==> config.mk <==
export PLATFORM = sky130hd
export DESIGN_NAME = hs_rx_fifo_slave_flat
export DESIGN_NICKNAME = d
export VERILOG_FILES = /design/src/rtl/hs_rx_fifo_slave_pkg.sv /design/src/rtl/hs_rx_fifo_slave_if.sv /design/src/rtl/hs_rx_fifo_slave_fifo.sv /design/src/rtl/hs_rx_fifo_slave.sv /design/src/flat_wrapper.sv
export SDC_FILE = /design/constraint.sdc
export NUM_CORES = 1
export LEC_CHECK = 0
export CAP_MARGIN = 20
export CELL_PAD_IN_SITES_DETAIL_PLACEMENT = 0
export CELL_PAD_IN_SITES_GLOBAL_PLACEMENT = 1
export CORE_MARGIN = 5
export CORE_UTILIZATION = 49
export CTS_BUF_LIST = sky130_fd_sc_hd__clkbuf_8
export DETAILED_ROUTE_END_ITERATION = 10
export PLACE_DENSITY_LB_ADDON = 0.1
export SLEW_MARGIN = 20
export SYNTH_ARGS = -nofsm -noshare
export SYNTH_HDL_FRONTEND = slang
export SYNTH_SLANG_ARGS = --single-unit
==> constraint.sdc <==
create_clock -name clk -period 6.3 [get_ports clk]
set_input_delay 1.26 -clock clk [delete_from_list [all_inputs] [get_ports clk]]
set_output_delay 1.26 -clock clk [all_outputs]
set_load 0.005 [all_outputs]
==> src/rtl/hs_rx_fifo_slave_pkg.sv <==
// ----------------------------------------------------------------------------
// hs_pkg : shared types and constants for the hs_rx_fifo_slave receive path.
//   hs_state_t : 4-phase handshake FSM states (IDLE, ACK, HOLD, DROP).
//   CNT_W      : width of the counter that times the ACK state (MIN_ACK <= 15).
// ----------------------------------------------------------------------------
package hs_pkg;

    typedef enum logic [1:0] {
        IDLE = 2'd0,
        ACK  = 2'd1,
        HOLD = 2'd2,
        DROP = 2'd3
    } hs_state_t;

    localparam int unsigned CNT_W = 4;

endpackage

==> src/rtl/hs_rx_fifo_slave_if.sv <==
// ----------------------------------------------------------------------------
// hs_rx_fifo_slave_if : 4-phase req/ack link between a master and the slave.
//   req     : transfer request (master -> slave)
//   data_in : DW-bit word, valid while req=1 (master -> slave)
//   ack     : acknowledge (slave -> master)
// Modports: master (drives req/data_in), slave (drives ack).
// ----------------------------------------------------------------------------
interface hs_rx_fifo_slave_if #(
    parameter int unsigned DW = 8
);
    logic          req;
    logic [DW-1:0] data_in;
    logic          ack;

    modport master (output req, output data_in, input ack);
    modport slave  (input req, input data_in, output ack);
endinterface

==> src/rtl/hs_rx_fifo_slave_fifo.sv <==
// ----------------------------------------------------------------------------
// hs_sync_fifo : synchronous FIFO with first-word-fall-through read port.
//   clk, rst : clock, synchronous active-high reset (clears pointers/count)
//   push_i   : write din_i (ignored while full)
//   din_i    : write data
//   pop_i    : advance head (ignored while empty)
//   dout_o   : head word, combinational from registered read pointer
//   count_o  : occupancy; full_o / empty_o derived from it
// Push is qualified by the pre-pop count, so a pop at full frees space only
// for the following edge.
// ----------------------------------------------------------------------------
module hs_sync_fifo #(
    parameter int unsigned DW    = 8,
    parameter int unsigned DEPTH = 4
) (
    input  logic                       clk,
    input  logic                       rst,
    input  logic                       push_i,
    input  logic [DW-1:0]              din_i,
    input  logic                       pop_i,
    output logic [DW-1:0]              dout_o,
    output logic [$clog2(DEPTH+1)-1:0] count_o,
    output logic                       full_o,
    output logic                       empty_o
);
    localparam int unsigned AW = $clog2(DEPTH);
    localparam int unsigned CW = $clog2(DEPTH+1);

    logic [DW-1:0] mem_q [DEPTH];
    logic [AW-1:0] wr_ptr_q, rd_ptr_q;
    logic [CW-1:0] count_q, count_d;
    logic          do_push, do_pop;

    assign full_o  = (count_q == CW'(DEPTH));
    assign empty_o = (count_q == '0);
    assign count_o = count_q;
    assign dout_o  = mem_q[rd_ptr_q];

    assign do_push = push_i && !full_o;
    assign do_pop  = pop_i && !empty_o;

    always_comb begin
        count_d = count_q;
        case ({do_push, do_pop})
            2'b10:   count_d = count_q + CW'(1);
            2'b01:   count_d = count_q - CW'(1);
            default: count_d = count_q;
        endcase
    end

    always_ff @(posedge clk) begin
        if (rst) begin
            wr_ptr_q <= '0;
            rd_ptr_q <= '0;
            count_q  <= '0;
        end else begin
            if (do_push) wr_ptr_q <= wr_ptr_q + AW'(1);
            if (do_pop)  rd_ptr_q <= rd_ptr_q + AW'(1);
            count_q <= count_d;
        end
    end

    // Storage needs no reset; contents are don't-care while unoccupied.
    always_ff @(posedge clk) begin
        if (do_push) mem_q[wr_ptr_q] <= din_i;
    end

endmodule

==> src/rtl/hs_rx_fifo_slave.sv <==
// ----------------------------------------------------------------------------
// hs_rx_fifo_slave : 4-phase req/ack receive slave feeding a receive FIFO.
//   clk, rst   : clock, synchronous active-high reset
//   link       : slave modport of hs_rx_fifo_slave_if (req, data_in, ack)
//   rd_en      : consumer pop strobe (ignored while empty)
//   rd_data    : FIFO head word, valid while empty=0
//   empty/full : FIFO status; count : occupancy
//   last_byte  : most recently accepted word
//   proto_err  : sticky protocol-error flag
// Build option: define HS_ERR_CHK_EN to enable the protocol checker; without
// it proto_err is tied to 0.
// ----------------------------------------------------------------------------
module hs_rx_fifo_slave
    import hs_pkg::*;
#(
    parameter int unsigned DW      = 8,
    parameter int unsigned DEPTH   = 4,
    parameter int unsigned MIN_ACK = 2
) (
    input  logic                       clk,
    input  logic                       rst,
    hs_rx_fifo_slave_if.slave          link,
    input  logic                       rd_en,
    output logic [DW-1:0]              rd_data,
    output logic                       empty,
    output logic                       full,
    output logic [$clog2(DEPTH+1)-1:0] count,
    output logic [DW-1:0]              last_byte,
    output logic                       proto_err
);
    hs_state_t        state_q, state_d;
    logic [CNT_W-1:0] cnt_q, cnt_d;
    logic             ack_q, ack_d;
    logic [DW-1:0]    last_q;
    logic             push;

    hs_sync_fifo #(.DW(DW), .DEPTH(DEPTH)) u_fifo (
        .clk     (clk),
        .rst     (rst),
        .push_i  (push),
        .din_i   (link.data_in),
        .pop_i   (rd_en),
        .dout_o  (rd_data),
        .count_o (count),
        .full_o  (full),
        .empty_o (empty)
    );

    always_comb begin
        state_d = state_q;
        cnt_d   = cnt_q;
        push    = 1'b0;
        case (state_q)
            IDLE: begin
                if (link.req && !full) begin
                    state_d = ACK;
                    push    = 1'b1;
                    cnt_d   = '0;
                end
            end
            ACK: begin
                cnt_d = cnt_q + CNT_W'(1);
                if (cnt_q == CNT_W'(MIN_ACK - 1)) state_d = HOLD;
            end
            HOLD:    if (!link.req) state_d = DROP;
            DROP:    state_d = IDLE;
            default: state_d = IDLE;
        endcase
        // ack is registered from the next state so it tracks ACK/HOLD exactly.
        ack_d = (state_d == ACK) || (state_d == HOLD);
    end

    always_ff @(posedge clk) begin
        if (rst) begin
            state_q <= IDLE;
            cnt_q   <= '0;
            ack_q   <= 1'b0;
            last_q  <= '0;
        end else begin
            state_q <= state_d;
            cnt_q   <= cnt_d;
            ack_q   <= ack_d;
            if (push) last_q <= link.data_in;
        end
    end

    assign link.ack  = ack_q;
    assign last_byte = last_q;

`ifdef HS_ERR_CHK_EN
    logic perr_q;

    // DROP is only entered with req low, so req seen high in DROP is a rise.
    always_ff @(posedge clk) begin
        if (rst) begin
            perr_q <= 1'b0;
        end else if ((state_q == ACK && !link.req) ||
                     (state_q == DROP && link.req)) begin
            perr_q <= 1'b1;
        end
    end

    assign proto_err = perr_q;
`else
    assign proto_err = 1'b0;
`endif

endmodule

==> src/flat_wrapper.sv <==
// flat-port wrapper written by rule: the top's interface ports become plain ports
module hs_rx_fifo_slave_flat import hs_pkg::*;
#(
    parameter int unsigned DW      = 8,
    parameter int unsigned DEPTH   = 4,
    parameter int unsigned MIN_ACK = 2
)
  (clk, rst, rd_en, rd_data, empty, full, count, last_byte, proto_err, link_req, link_data_in, link_ack);
  hs_rx_fifo_slave_if #(.DW(DW)) link_i ();
  input  logic clk;
  input  logic rst;
  input  logic rd_en;
  output logic [DW-1:0] rd_data;
  output logic empty;
  output logic full;
  output logic [$clog2(DEPTH+1)-1:0] count;
  output logic [DW-1:0] last_byte;
  output logic proto_err;
  input wire logic [$bits(link_i.req)-1:0] link_req;
  input wire logic [$bits(link_i.data_in)-1:0] link_data_in;
  output wire logic [$bits(link_i.ack)-1:0] link_ack;
  assign link_i.req = link_req;
  assign link_i.data_in = link_data_in;
  assign link_ack = link_i.ack;
  hs_rx_fifo_slave #(.DW(DW), .DEPTH(DEPTH), .MIN_ACK(MIN_ACK)) u_core (.clk(clk), .rst(rst), .link(link_i), .rd_en(rd_en), .rd_data(rd_data), .empty(empty), .full(full), .count(count), .last_byte(last_byte), .proto_err(proto_err));
endmodule
==> out/results.txt, run 1 <==
Int Pwr = 0.770 mW
Setup Crit Path Kind = primary input to register
Seq/Total Area, Yosys = 60.7%
Diodes inserted = 0
Startpoint Class = primary input
Top Family by Delay on Critical Path = simple AND/OR/NAND/NOR gates
Flops & latches, synth = 56
Gr usage total = 14.0%
Vias per Instance = 5.03
Worst-Margin Slew = 0.995 ns
Clock power share = 25.4%
Remaining antenna violation count = 0
Post-synth top area cell = edfxtp_1
Distinct cells, synth = 36
CP Capture Type = register
Final slew viol count = 0
CTS buffer count = 5
Number of port buffers = 33
Max Freq = 279 MHz
FFs w/ async S/R, synth = 0%
Post-Syn Instances = 170
Final #Nets = 222
CTS Buffer Depth = 2
Critical Path End = u_core.u_fifo.count_o[2]$_SDFFE_PP0P_
Gr ovfl total = 0
# IOs = 35
Hold Buf Count CTS = 0
# Post-CTS Setup Buffers = 0
Vias in the first global route = 1392
Die Wd = 79.6 um
Initial DRC Count = 79
Initial antenna violation count = 0
Die Span Y = 79.6 um
Vias = 1359
Clock sink count = 56
Leak pwr = 0.991 nW
Clock latency on the worst-skew pair = 0.29 ns
Buf/Inv on CP = 3
R2R setup slack = 3.70 ns
PD cells = 364 mW/mm^2
Pre-antenna DRT Iters = 4
Hold_ws = 0.483 ns
R2r worst-path depth = 9
Reg clk slew, reported paths = 0.09 ns
Worst EP required = 6.50 ns
Row count = 25
Final Hold Fails = 0
Area delta synth->final = 20.9%
Fin Setup TNS = 0 ns
DRC violations left = 0
Cell depth of the worst setup path = 10
Largest net degree at the start of global routing = 35
Commonest cells post-synth = 32 x edfxtp_1, 24 x dfxtp_1, 19 x nand2b_1, 10 x inv_1
Reg2reg start = u_core.u_fifo.count_o[0]$_SDFFE_PP0P_
Synth warn = 0
R2R Path End = u_core.u_fifo.count_o[2]$_SDFFE_PP0P_
Area of the mapped netlist = 0.00237 mm^2
Slew headroom = 33.4%
CP max stage delay = 0.66 ns
Crit path from = link_req
WP data arrival = 3.78 ns
Full die area = 0.00634 mm^2
Switching pwr = 0.275 mW
Max-cap violations = 0
Sequential share of power = 46.5%
Hold WC Path Type = register to register
Clock root buffer = clkbuf_8
RSZ-0062 raised after global routing = false
CP Cell Sequence = clkdlybuf4s50_1 -> nand2b_1 -> nor3_4 -> inv_1 -> ha_1 -> inv_1 -> fa_1 -> xor2_1 -> or3_1 -> a21oi_1
First-pass GRT wire length = 6840 um
Tmin final = 3.58 ns
Worst vdd ir = 0.221 mV
Initial Utilization = 50.3%
Worst Skew = 0.00768 ns
Final GP Congestion = 0.855
Share of cells above drive strength 1 = 11.3%
Final WL = 4110 um
Synth area leaders = edfxtp_1 40%, dfxtp_1 20%, mux4_2 7.6%
Worst path most repeated cell = inv_1
Mapped Avg Cell Area = 14.0 um^2
Core Box Area = 0.00472 mm^2
CTS tree = yes
Synth Flop Type = edfxtp_1
Post-CTS sizing = 0
Syn_nets = 190
Setup violations, final = 0
Slowest CP cell = nor3_4
Sw Share = 26.3%
Post-DR wirelength/cell = 15.2 um
Placed wire-length estimate = 2960 um
Post-synth EDFFs = 32
Run status = finished, final reports clean
Peak fanout along the critical path = 16
Share of total power in combinational logic = 28.2%
Top-area cell type share of the netlist area = 40.5%
Most common cell in the netlist = edfxtp_1
Period utilization = 56.9%
H-Tree Depth = 2
cells in the final DEF (no fill, tap or decap), drive strengths merged:
| cell | instances |
|---|---|
| clkdlybuf4s50 | 33 |
| edfxtp | 32 |
| dfxtp | 24 |
| nand2b | 19 |
| inv | 11 |
| mux4 | 8 |
| mux2i | 8 |
| a21oi | 7 |
| ha | 7 |
| nor2 | 6 |
| or3 | 5 |
| clkbuf | 5 |
| and2 | 4 |
| nand3b | 3 |
| o21ai | 3 |
| xor2 | 3 |
| o31ai | 3 |
| or4 | 2 |
| nor2b | 2 |
| nand3 | 2 |
| o311ai | 2 |
| a31oi | 2 |
| bufinv | 2 |
| nor3b | 2 |
| nor3 | 2 |
| a2bb2oi | 1 |
| nand2 | 1 |
| a21o | 1 |
| o32ai | 1 |
| fa | 1 |
| conb | 1 |
per-stage QoR:
step                setup slack (ns)  power (mW)  utilization, %  area (um^2)  std cells
floorplan                       3.46       0.656               -         2370        170
global placement                2.57       0.781            58.0         2740        262
detailed placement              2.39       0.796            58.0         2740        262
CTS                             2.69        1.06            60.8         2870        270
global route                    2.52        1.11            60.8         2870        270
finish                          2.72        1.05            60.8         2870        270
registers in the layout (all words and copies together), names as in the netlist, named ones only:
signal,flops
u_core.cnt_q,4
u_core.state_q,2
u_core.u_fifo.mem_q,32
u_core.u_fifo.rd_ptr_q,2
u_core.last_byte,8
u_core.u_fifo.count_o,3
u_core.u_fifo.wr_ptr_q,2
u_core.link.ack,1
worst reg2reg max path: stages, from the launching register on:
cell and delay [ns]:
dfxtp_1 0.49, nor3b_4 0.13, nor3_4 0.68, inv_1 0.14, ha_1 0.26, inv_1 0.08, fa_1 0.18, xor2_1 0.07
or3_1 0.31, a21oi_1 0.17
kinds of logic after synthesis:
| logic type | synth area share, % |
|---|---|
| AOI/OAI and AO/OA | 5.64 |
| xor gates and xnor gates | 1.11 |
| adders and majority gates | 4.53 |
| buffers and inverters | 3.69 |
| DFF | 60.7 |
| muxes | 11.0 |
| other | 0.158 |
| and+or+nand+nor | 13.2 |
metal layers:
layer	wire length (um)	part of all wire (%)	GRT usage, %
met3	130	3.2	3.50
met1	1810	44	16.6
met2	2140	52	25.2
met5	0	0	0
met4	26	0.63	3.61
cell type report:
type                    count  area, um^2
clock buffers               5        68.8
clock inverters             3        63.8
fillers                   358        1850
inverters                  10        37.5
multi-input cells          96         846
flip-flops and latches     56        1440
well taps                  67        83.8
repair buffers             33         330
power by group through the flow:
| stage | combinational [mW] | sequential [mW] | clock, mW |
|---|---|---|---|
| floorplan | 0.185 | 0.471 | 0 |
| global placement | 0.288 | 0.493 | 0 |
| detailed placement | 0.300 | 0.496 | 0 |
| CTS | 0.302 | 0.488 | 0.270 |
| global route | 0.325 | 0.495 | 0.286 |
| finish | 0.294 | 0.486 | 0.265 |
worst min-delay path by stage:
stage / from / end / slack (ns) / cells after the start
final: u_core.last_byte[3]$_SDFFE_PP0N_ / u_core.last_byte[3]$_SDFFE_PP0N_ / 0.48 / 2
after global routing: u_core.last_byte[4]$_SDFFE_PP0N_ / u_core.last_byte[4]$_SDFFE_PP0N_ / 0.52 / 2
after CTS: u_core.last_byte[3]$_SDFFE_PP0N_ / u_core.last_byte[3]$_SDFFE_PP0N_ / 0.49 / 2
after detailed placement: u_core.last_byte[3]$_SDFFE_PP0N_ / u_core.last_byte[3]$_SDFFE_PP0N_ / 0.47 / 2
after global placement: u_core.last_byte[4]$_SDFFE_PP0N_ / u_core.last_byte[4]$_SDFFE_PP0N_ / 0.47 / 2
after floorplan: u_core.u_fifo.rd_ptr_q[1]$_SDFFE_PP0P_ / register / 0.46 / 2
Note: power is estimated with default switching activity, not from simulation.
==> inputs of run 2 (changes only) <==
--- a/config.mk
+++ b/config.mk
@@ -9,7 +9,7 @@
 export CELL_PAD_IN_SITES_DETAIL_PLACEMENT = 0
 export CELL_PAD_IN_SITES_GLOBAL_PLACEMENT = 1
 export CORE_MARGIN = 5
-export CORE_UTILIZATION = 49
+export CORE_UTILIZATION = 41
 export CTS_BUF_LIST = sky130_fd_sc_hd__clkbuf_8
 export DETAILED_ROUTE_END_ITERATION = 10
 export PLACE_DENSITY_LB_ADDON = 0.1
==> constraint.sdc (replaced) <==
create_clock -name clk -period 3 [get_ports clk]
set_input_delay 0.6 -clock clk [delete_from_list [all_inputs] [get_ports clk]]
set_output_delay 0.6 -clock clk [all_outputs]
set_load 0.005 [all_outputs]
==> run 2 against run 1 <==
Die area grew 17%. First-iteration DRC count rose by 41%. Flip-flop and latch count unchanged. Via count grew 2.5%. Combinational power increased by 110%. Cell count rose by 3.0%. Worst hold slack worse by 0.0025 ns. Critical path type is now register to output port. Largest power group unchanged.
==> out/results.txt, run 2 (synthesis results as in run 1) <==
Run status = finished, final reports clean
Most frequent cells in the layout = 33 x clkdlybuf4s50_1, 32 x edfxtp_1, 24 x dfxtp_1
Initial antenna violation count = 0
First-pass GRT wire length = 7170 um
Worst Hold Path EP = u_core.last_byte[2]$_SDFFE_PP0N_
H-Tree Depth = 2
Reg2reg start = u_core.u_fifo.count_o[2]$_SDFFE_PP0P_
Row count = 27
Hold_ws = 0.481 ns
CTS buffer count = 5
Startpoint Class = register
Max-cap violations = 0
Hold Buf Count CTS = 0
Largest Register = u_core.u_fifo.mem_q
Post-CTS sizing = 0
Final #Nets = 225
Slew headroom = 63.5%
Setup violations, final = 0
Pre-antenna DRT Iters = 4
Gr ovfl total = 0
CTS Buffer Depth = 2
Clock root buffer = clkbuf_8
Initial Utilization = 42.6%
Die Span Y = 86.1 um
# IOs = 35
Tmin final = 2.61 ns
R2R Path End = u_core.u_fifo.count_o[2]$_SDFFE_PP0P_
Final GP Congestion = 0.817
Vias = 1393
Reg clk slew, reported paths = 0.09 ns
Commonest non-fill, non-tap cell in the layout = clkdlybuf4s50_1
Final Hold Fails = 0
Area delta synth->final = 20.3%
# Post-CTS Setup Buffers = 0
Worst-Margin Slew = 0.546 ns
CTS tree = yes
Post-DR wirelength/cell = 15.7 um
Hold WC Path Type = register to register
R2R setup slack = 0.66 ns
Full die area = 0.00741 mm^2
Pre-CTS setup slack = 0.246 ns
Worst EP required = 2.40 ns
Number of port buffers = 33
Setup ws final = 0.386 ns
Placed wire-length estimate = 3200 um
Share of cells above drive strength 1 = 12.6%
Final WL = 4350 um
Max FFs per register = 32
CP max stage delay = 0.68 ns
Period utilization = 87.1%
WP data arrival = 2.01 ns
Leak pwr = 0.981 nW
CP Cell Sequence = mux4_2 -> clkdlybuf4s50_1
Peak fanout along the critical path = 8
Remaining antenna violation count = 0
Core Box Area = 0.00557 mm^2
Clock sink count = 56
Hold Path Origin = u_core.last_byte[2]$_SDFFE_PP0N_
DRC violations left = 0
Initial DRC Count = 111
Worst Skew = 0.00432 ns
R2r worst-path depth = 9
Buf/Inv on CP = 1
Top Family by Delay on Critical Path = flip-flops
Fin Setup TNS = 0 ns
Vias per Instance = 5.01
Setup Crit Path Kind = register to output port
Worst Hold Depth = 2
Worst vdd ir = 0.455 mV
PD cells = 715 mW/mm^2
CP Capture Type = output port
Final slew viol count = 0
Diodes inserted = 0
Largest net degree at the start of global routing = 18
Clock latency on the worst-skew pair = 0.30 ns
RSZ-0062 raised after global routing = false
Die Wd = 86.1 um
Max Freq = 383 MHz
Slowest CP cell = dfxtp_1
Gr usage total = 12.8%
Vias in the first global route = 1486
run 2: cell types whose count changed in the layout (fill, tap and decap cells not counted):
cell	change
buf_4	+3
bufinv_16	-2
clkinv_4	+1
clkinvlp_4	+1
run 2: tightest hold or removal path, stage by stage, from the launching register on:
cell,delay [ns]
dfxtp_1,0.32
nand2b_1,0.06
mux2i_1,0.05
run 2: layout make-up:
type,instances,area [um^2]
Fill cell,480,2720
Clock inverter,3,20.0
Clock buffer,5,68.8
Sequential cell,56,1440
Inverter,10,37.5
Multi-Input combinational cell,96,846
Tap cell,72,90.1
Timing Repair Buffer,36,353
run 2: worst max path at each step:
stage / startpoint / slack, ns / cells past startpoint / endpoint
finish: register / 0.39 / 2 / rd_data[4]
global route: register / 0.24 / 2 / rd_data[5]
CTS: register / 0.31 / 2 / rd_data[5]
detailed placement: link_req / 0.25 / 10 / u_core.u_fifo.count_o[2]$_SDFFE_PP0P_
global placement: link_req / 0.39 / 10 / u_core.u_fifo.count_o[2]$_SDFFE_PP0P_
floorplan: link_req / 0.82 / 9 / u_core.u_fifo.count_o[2]$_SDFFE_PP0P_
run 2: routing by layer:
metal / global-route usage, % / part of all wire [%]
met2: 22.6 / 54
met1: 14.3 / 41
met4: 6.76 / 2.0
met3: 2.69 / 3.5
met5: 0 / 0
run 2: power breakdown:
group | switching [mW] | total [mW] | internal (mW) | leakage, nW
Sequential | 0.104 | 1.02 | 0.917 | 0.489
Combinational | 0.252 | 0.627 | 0.376 | 0.447
Clock | 0.231 | 0.394 | 0.163 | 0.0455
run 2: metrics by stage:
stage / utilization, % / power [mW] / cells / cell area [um^2]
6_report: 51.2 / 2.04 / 278 / 2860
5_1_grt: 51.2 / 2.18 / 278 / 2860
2_1_floorplan: - / 1.38 / 170 / 2370
3_5_place_dp: 49.7 / 1.68 / 270 / 2770
4_1_cts: 51.2 / 2.08 / 278 / 2860
3_3_place_gp: 49.7 / 1.66 / 270 / 2770
==> inputs of run 3 (changes only) <==
--- a/config.mk
+++ b/config.mk
@@ -12,6 +12,7 @@
 export CORE_UTILIZATION = 41
 export CTS_BUF_LIST = sky130_fd_sc_hd__clkbuf_8
 export DETAILED_ROUTE_END_ITERATION = 10
+export GPL_ROUTABILITY_DRIVEN = 0
 export PLACE_DENSITY_LB_ADDON = 0.1
 export SLEW_MARGIN = 20
 export SYNTH_ARGS = -nofsm -noshare
==> results of run 3 <==
Final layout, timing and power as in run 2 (identical DEF).
